==> src/rtl/qdec_cabac_dec_arb.sv <==
// Purpose : arbitrates ownership of the shared CABAC decode engine among four
//           decoder sub-FSMs. It muxes the owner's engine controls onto the
//           engine and routes the decoded bins back to the owner.
// Latency : grant is issued 1 cycle after a request is seen in ARB_IDLE.
//           Owner controls reach the engine 1 cycle after they are driven.
//           A bin reaches the owner 1 cycle after ruiBin_vld.
// Backpressure: none toward the engine. dec_rdy is informational only, and the
//           owner sub-FSM paces its own dec_run. Ownership is held until
//           own_rel, then until every in-flight bin has returned.
//
// Ports:
//   clk, rst_n                  clock; synchronous active-low reset
//   own_req[3:0], own_rel[3:0]  per-requester ownership request (level) / release (pulse)
//   req_ctx_addr[39:0]          four packed 10-bit context addresses, requester i at [10i+9:10i]
//   req_ctx_addr_vld, req_dec_run, req_ep_mode [3:0]   per-requester engine controls
//   gnt[3:0]                    one-hot owner, zero when unowned
//   ctx_addr, ctx_addr_vld, dec_run, EPMode            registered engine controls
//   dec_rdy, ruiBin, ruiBin_vld engine status and decoded bin
//   bin_out, bin_vld_out[3:0]   decoded bin routed to the owner
//   busy, err_flags[2:0]        not idle; sticky {bin_underflow, outstanding_overflow, illegal_drive}
//
// Build option: define QDEC_ARB_ROUND_ROBIN_EN to get round-robin winner selection.
// The default is fixed priority, where the lowest requesting index wins.

module qdec_cabac_dec_arb (
   input  logic        clk,
   input  logic        rst_n,
   input  logic [3:0]  own_req,
   input  logic [3:0]  own_rel,
   input  logic [39:0] req_ctx_addr,
   input  logic [3:0]  req_ctx_addr_vld,
   input  logic [3:0]  req_dec_run,
   input  logic [3:0]  req_ep_mode,
   output logic [3:0]  gnt,
   output logic [9:0]  ctx_addr,
   output logic        ctx_addr_vld,
   output logic        dec_run,
   output logic        EPMode,
   input  logic        dec_rdy,
   input  logic        ruiBin,
   input  logic        ruiBin_vld,
   output logic        bin_out,
   output logic [3:0]  bin_vld_out,
   output logic        busy,
   output logic [2:0]  err_flags
);

   typedef enum logic [1:0] {
      ARB_IDLE  = 2'd0,
      ARB_GRANT = 2'd1,
      ARB_DRAIN = 2'd2
   } arb_state_t;

   arb_state_t  state;
   logic [1:0]  owner;
   logic [3:0]  outstanding;
   logic [1:0]  win_idx;
   logic [9:0]  addr_arr [4];

   logic        underflow;
   logic        overflow;
   logic        illegal;
   logic        eff_dec;
   logic [3:0]  out_nxt;
   logic        unused_ok;

`ifdef QDEC_ARB_ROUND_ROBIN_EN
   logic [1:0]  rr_ptr;   // index of the most recent grantee
   logic [1:0]  cand;
`endif

   // dec_rdy carries no control meaning here. The owner watches it directly.
   assign unused_ok = &{1'b0, dec_rdy};

   assign busy = (state != ARB_IDLE);

   always_comb begin
      for (int i = 0; i < 4; i++) begin
         addr_arr[i] = req_ctx_addr[10*i +: 10];
      end
   end

   // Winner selection. The loop runs from lowest priority to highest, so the
   // last hit is the winner.
   always_comb begin
      win_idx = 2'd0;
`ifdef QDEC_ARB_ROUND_ROBIN_EN
      cand = 2'd0;
      for (int k = 4; k >= 1; k--) begin
         cand = rr_ptr + 2'(k);
         if (own_req[cand]) begin
            win_idx = cand;
         end
      end
`else
      for (int k = 3; k >= 0; k--) begin
         if (own_req[k]) begin
            win_idx = 2'(k);
         end
      end
`endif
   end

   // Outstanding-bin bookkeeping. A bin that arrives when nothing is
   // outstanding is dropped and does not count as a decrement.
   always_comb begin
      underflow = ruiBin_vld && (outstanding == 4'd0);
      eff_dec   = ruiBin_vld && !underflow;
      overflow  = dec_run && !eff_dec && (outstanding == 4'd15);
      out_nxt   = outstanding;
      if (dec_run && !eff_dec) begin
         out_nxt = (outstanding == 4'd15) ? 4'd15 : outstanding + 4'd1;
      end else if (!dec_run && eff_dec) begin
         out_nxt = outstanding - 4'd1;
      end
      // Any engine control from a non-owner while ownership is held is a protocol error.
      illegal = (state != ARB_IDLE) && (|(~gnt & (req_ctx_addr_vld | req_dec_run)));
   end

   always_ff @(posedge clk) begin
      if (!rst_n) begin
         state        <= ARB_IDLE;
         owner        <= 2'd0;
         gnt          <= 4'd0;
         ctx_addr     <= 10'd0;
         ctx_addr_vld <= 1'b0;
         dec_run      <= 1'b0;
         EPMode       <= 1'b0;
         bin_out      <= 1'b0;
         bin_vld_out  <= 4'd0;
         outstanding  <= 4'd0;
         err_flags    <= 3'd0;
`ifdef QDEC_ARB_ROUND_ROBIN_EN
         rr_ptr       <= 2'd3;
`endif
      end else begin
         err_flags   <= err_flags | {underflow, overflow, illegal};
         outstanding <= out_nxt;

         // Bins go to the current owner. Outside ownership they are absorbed.
         bin_vld_out <= 4'd0;
         if (eff_dec && (state != ARB_IDLE)) begin
            bin_vld_out <= gnt;
            bin_out     <= ruiBin;
         end

         case (state)
            ARB_IDLE: begin
               ctx_addr_vld <= 1'b0;
               dec_run      <= 1'b0;
               if (|own_req) begin
                  state <= ARB_GRANT;
                  owner <= win_idx;
                  gnt   <= 4'b0001 << win_idx;
`ifdef QDEC_ARB_ROUND_ROBIN_EN
                  rr_ptr <= win_idx;
`endif
               end
            end

            ARB_GRANT: begin
               if (own_rel[owner]) begin
                  // Controls driven together with the release are discarded.
                  // As a result, no new work is issued once ownership ends.
                  ctx_addr_vld <= 1'b0;
                  dec_run      <= 1'b0;
                  if (out_nxt == 4'd0) begin
                     state <= ARB_IDLE;
                     gnt   <= 4'd0;
                  end else begin
                     state <= ARB_DRAIN;
                  end
               end else begin
                  ctx_addr     <= addr_arr[owner];
                  ctx_addr_vld <= req_ctx_addr_vld[owner];
                  dec_run      <= req_dec_run[owner];
                  EPMode       <= req_ep_mode[owner];
               end
            end

            ARB_DRAIN: begin
               ctx_addr_vld <= 1'b0;
               dec_run      <= 1'b0;
               if (out_nxt == 4'd0) begin
                  state <= ARB_IDLE;
                  gnt   <= 4'd0;
               end
            end

            default: begin
               state        <= ARB_IDLE;
               gnt          <= 4'd0;
               ctx_addr_vld <= 1'b0;
               dec_run      <= 1'b0;
            end
         endcase
      end
   end

endmodule

==> config.mk <==
export PLATFORM = sky130hd
export DESIGN_NAME = qdec_cabac_dec_arb
export DESIGN_NICKNAME = d
export VERILOG_FILES = /design/src/rtl/qdec_cabac_dec_arb.sv
export SDC_FILE = /design/constraint.sdc
export NUM_CORES = 1
export LEC_CHECK = 0
export ABC_CLOCK_PERIOD_IN_PS = 5800
export CELL_PAD_IN_SITES_DETAIL_PLACEMENT = 2
export CELL_PAD_IN_SITES_GLOBAL_PLACEMENT = 2
export CORE_MARGIN = 10
export CORE_UTILIZATION = 25
export CTS_CLUSTER_DIAMETER = 40
export DETAILED_ROUTE_END_ITERATION = 8
export PLACE_DENSITY = 0.84
export SLEW_MARGIN = 20
export SYNTH_ARGS = -nofsm -noshare
export SYNTH_HDL_FRONTEND = slang
export SYNTH_SLANG_ARGS = --single-unit
==> constraint.sdc <==
create_clock -name clk -period 5.8 [get_ports clk]
set_clock_uncertainty 0.15 [all_clocks]
set_input_delay 1.45 -clock clk [delete_from_list [all_inputs] [get_ports clk]]
set_output_delay 1.45 -clock clk [all_outputs]
set_load 0.1 [all_outputs]
==> metrics.txt <==
DRT iter0 DRCs 62; TritonCTS sink count 33; max frequency 0.252 GHz; commonest non-fill, non-tap cell in the layout clkdlybuf4s50_1; Worst R2R Setup Slack 3070 ps; Slew Limit Fails 0; synthesis warning total 0; Hold Vio Cnt, Final 0; Worst Path Required 4200 ps; max_cap viols 0; I/O pin total 91; gpl congestion 0.746; WHS Endpoint ctx_addr[4]$_SDFFE_PN0P_; worst hold path type reg2reg; Die W 108 um; most frequent cells in the layout clkdlybuf4s50_1, dfxtp_1, nand2_1; design area 0.00306 mm2; Top FF cell, synth dfxtp_1; setup bufs post-CTS 0; Synth Area in Adders 3.23%; WS Path Type reg2out; Mapped Cells 206; antenna cells 0; cts bufs inserted 5; DP HPWL 5860 um; crit path DAT 2370 ps; initial antenna violation count 0; Least-Margin Pin Slew 1040 ps; Finished Layout Cells 396; Avg WL per Cell 19.1 um; clk_lat worst skew 290 ps; Mapped Nets 276; Worst-path clk slew 80 ps; CTS tree built; Die ar. 0.0117 mm2; Area after DPL 0.00292 mm2; Pleak 1.11 nW; Synth Area in Simple Gates 21.8%; first-pass GRT wire length 12,200 um; vias in the first global route 2,218; post-cts sizing count 0; reg2reg path depth 4; clock buffer depth 2; Reg2Reg Capture Point gnt[1]$_SDFFE_PN0P_; dpl cells 388; minimum clock period 3970 ps; share of the synthesized area in the top cell type 34.1%; H-tree depth 2; largest net degree at the start of global routing 36; Mapped Avg Cell Area 9.41 um2; PnR worst setup slack 1830 ps; ranking of synthesized cells by area dfxtp_1, mux4_2, a21boi_0; antenna-violating nets left 0; unrepaired setup endpoints after global routing false; Async SR Flop Fraction 0%; worst r2r src owner[0]$_SDFFE_PN0P_; post-placement setup slack 1760 ps; height of the die 108 um; Power Density 459 mW/mm2; Compound-Gate Fraction of Synth Area 19.8%; GR Util All Layers 13.1%; relative slew slack 30.1%; worst hold stages 2; post-synthesis sequential area ratio 34.1%; VDD IR-drop max 0.000214 V; NumNets Final 363; via count 1,941; crit-path max FO 8; TritonRoute pass-1 iters 4; HP Start ctx_addr[4]$_SDFFE_PN0P_; Sum Neg Setup Slack 0 ps; drt drc 0; Row Count 32; total design power 1.40 mW; port bufs 89; Setup violations, final 0; EDFF count, synth 0; Yosys reg bits 33; largest area contributor in the netlist dfxtp_1; overall routed net length 7560 um; fin crit share 68.5%; cts hold-fix bufs 0; xor/xnor share of the synthesized area 0%; Initial Utilization 25.3%; mapped cell area 0.00194 mm2; fraction of layout cells with a size suffix above 1 10.9%; Area Overhead vs Synth 57.8%; CTS root buffer clkbuf_8; drt via density 4.90; core area 0.00765 mm2; post-synthesis mux area share 16.8%; Worst Setup Start Kind flop; status complete, no violations; Distinct cells, synth 42; Critical Path End Type output port; main combinational cell family by area after synthesis simple AND/OR/NAND/NOR gates; grt ovf 0
worst max-delay path by stage:
stage / from / endpoint / slack (ps) / depth (start not counted)
global route: state[0]$_SDFFE_PN0P_ / busy / 1690 / 4
detailed placement: ruiBin_vld / state[0]$_SDFFE_PN0P_ / 1760 / 8
global placement: ruiBin_vld / state[0]$_SDFFE_PN0P_ / 1860 / 8
finish: state[0]$_SDFFE_PN0P_ / busy / 1830 / 4
CTS: state[0]$_SDFFE_PN0P_ / busy / 1800 / 4
floorplan: ruiBin_vld / state[0]$_SDFFE_PN0P_ / 2750 / 7
layer usage:
| layer | up-vias | routed length [um] | share of wire (%) | global-route usage, % |
|---|---|---|---|---|
| met4 | 0 | 42 | 0.56 | 2.00 |
| met3 | 4 | 582 | 7.7 | 5.65 |
| met2 | 56 | 3950 | 52 | 23.5 |
| li1 | 918 | - | - | - |
| met1 | 963 | 2980 | 39 | 14.2 |
| met5 | - | 0 | 0 | 0 |
synthesized netlist by cell type, types with 3 or more instances:
cell       number
dfxtp_1        33
nand2_1        32
a21boi_0       16
mux4_2         14
nor2_1         12
inv_1          10
o21ai_0         9
and3_1          8
a21oi_1         6
nor3_1          6
buf_2           5
clkbuf_1        5
ha_1            5
nor2b_1         4
and2_1          3
nand3b_1        3
o21a_1          3
o2bb2ai_1       3
through the flow:
step	util, %	hold WS (ps)
2_1_floorplan	-	295
3_3_place_gp	38.2	298
3_5_place_dp	38.2	308
4_1_cts	40.0	321
5_1_grt	40.0	350
6_report	40.0	318
power breakdown:
part	total [mW]	internal (mW)	switching (mW)
Combinational	0.785	0.281	0.504
Sequential	0.354	0.277	0.0769
Clock	0.263	0.171	0.0925
registers in the layout, summed over array words and instances (netlist names):
signal        flops
EPMode            1
ctx_addr         10
dec_run           1
ctx_addr_vld      1
bin_vld_out       4
gnt               4
bin_out           1
owner             2
state             2
outstanding       4
err_flags         3
logic make-up after synthesis:
| group | after synthesis |
|---|---|
| AO/OA/AOI/OAI | 51 |
| adder cells (fa/ha/maj) | 5 |
| buffers and inverters | 21 |
| flip-flops | 33 |
| multiplexers | 15 |
| AND/OR/NAND/NOR | 81 |
area by class of cell:
cell class,count,area [um2]
inverter,10,37.5
clock inverter,3,65.1
clock buffer,5,68.8
tap,102,128
fill,831,4590
multi-input combinational,152,1190
sequential,33,661
timing repair buffer,91,906
critical path, stage by stage, from the launching register on:
cell	delay, ps
dfxtp_1	360
inv_1	80
ha_1	310
inv_1	170
clkdlybuf4s50_1	1160
Power figures use the tool's default switching activity.
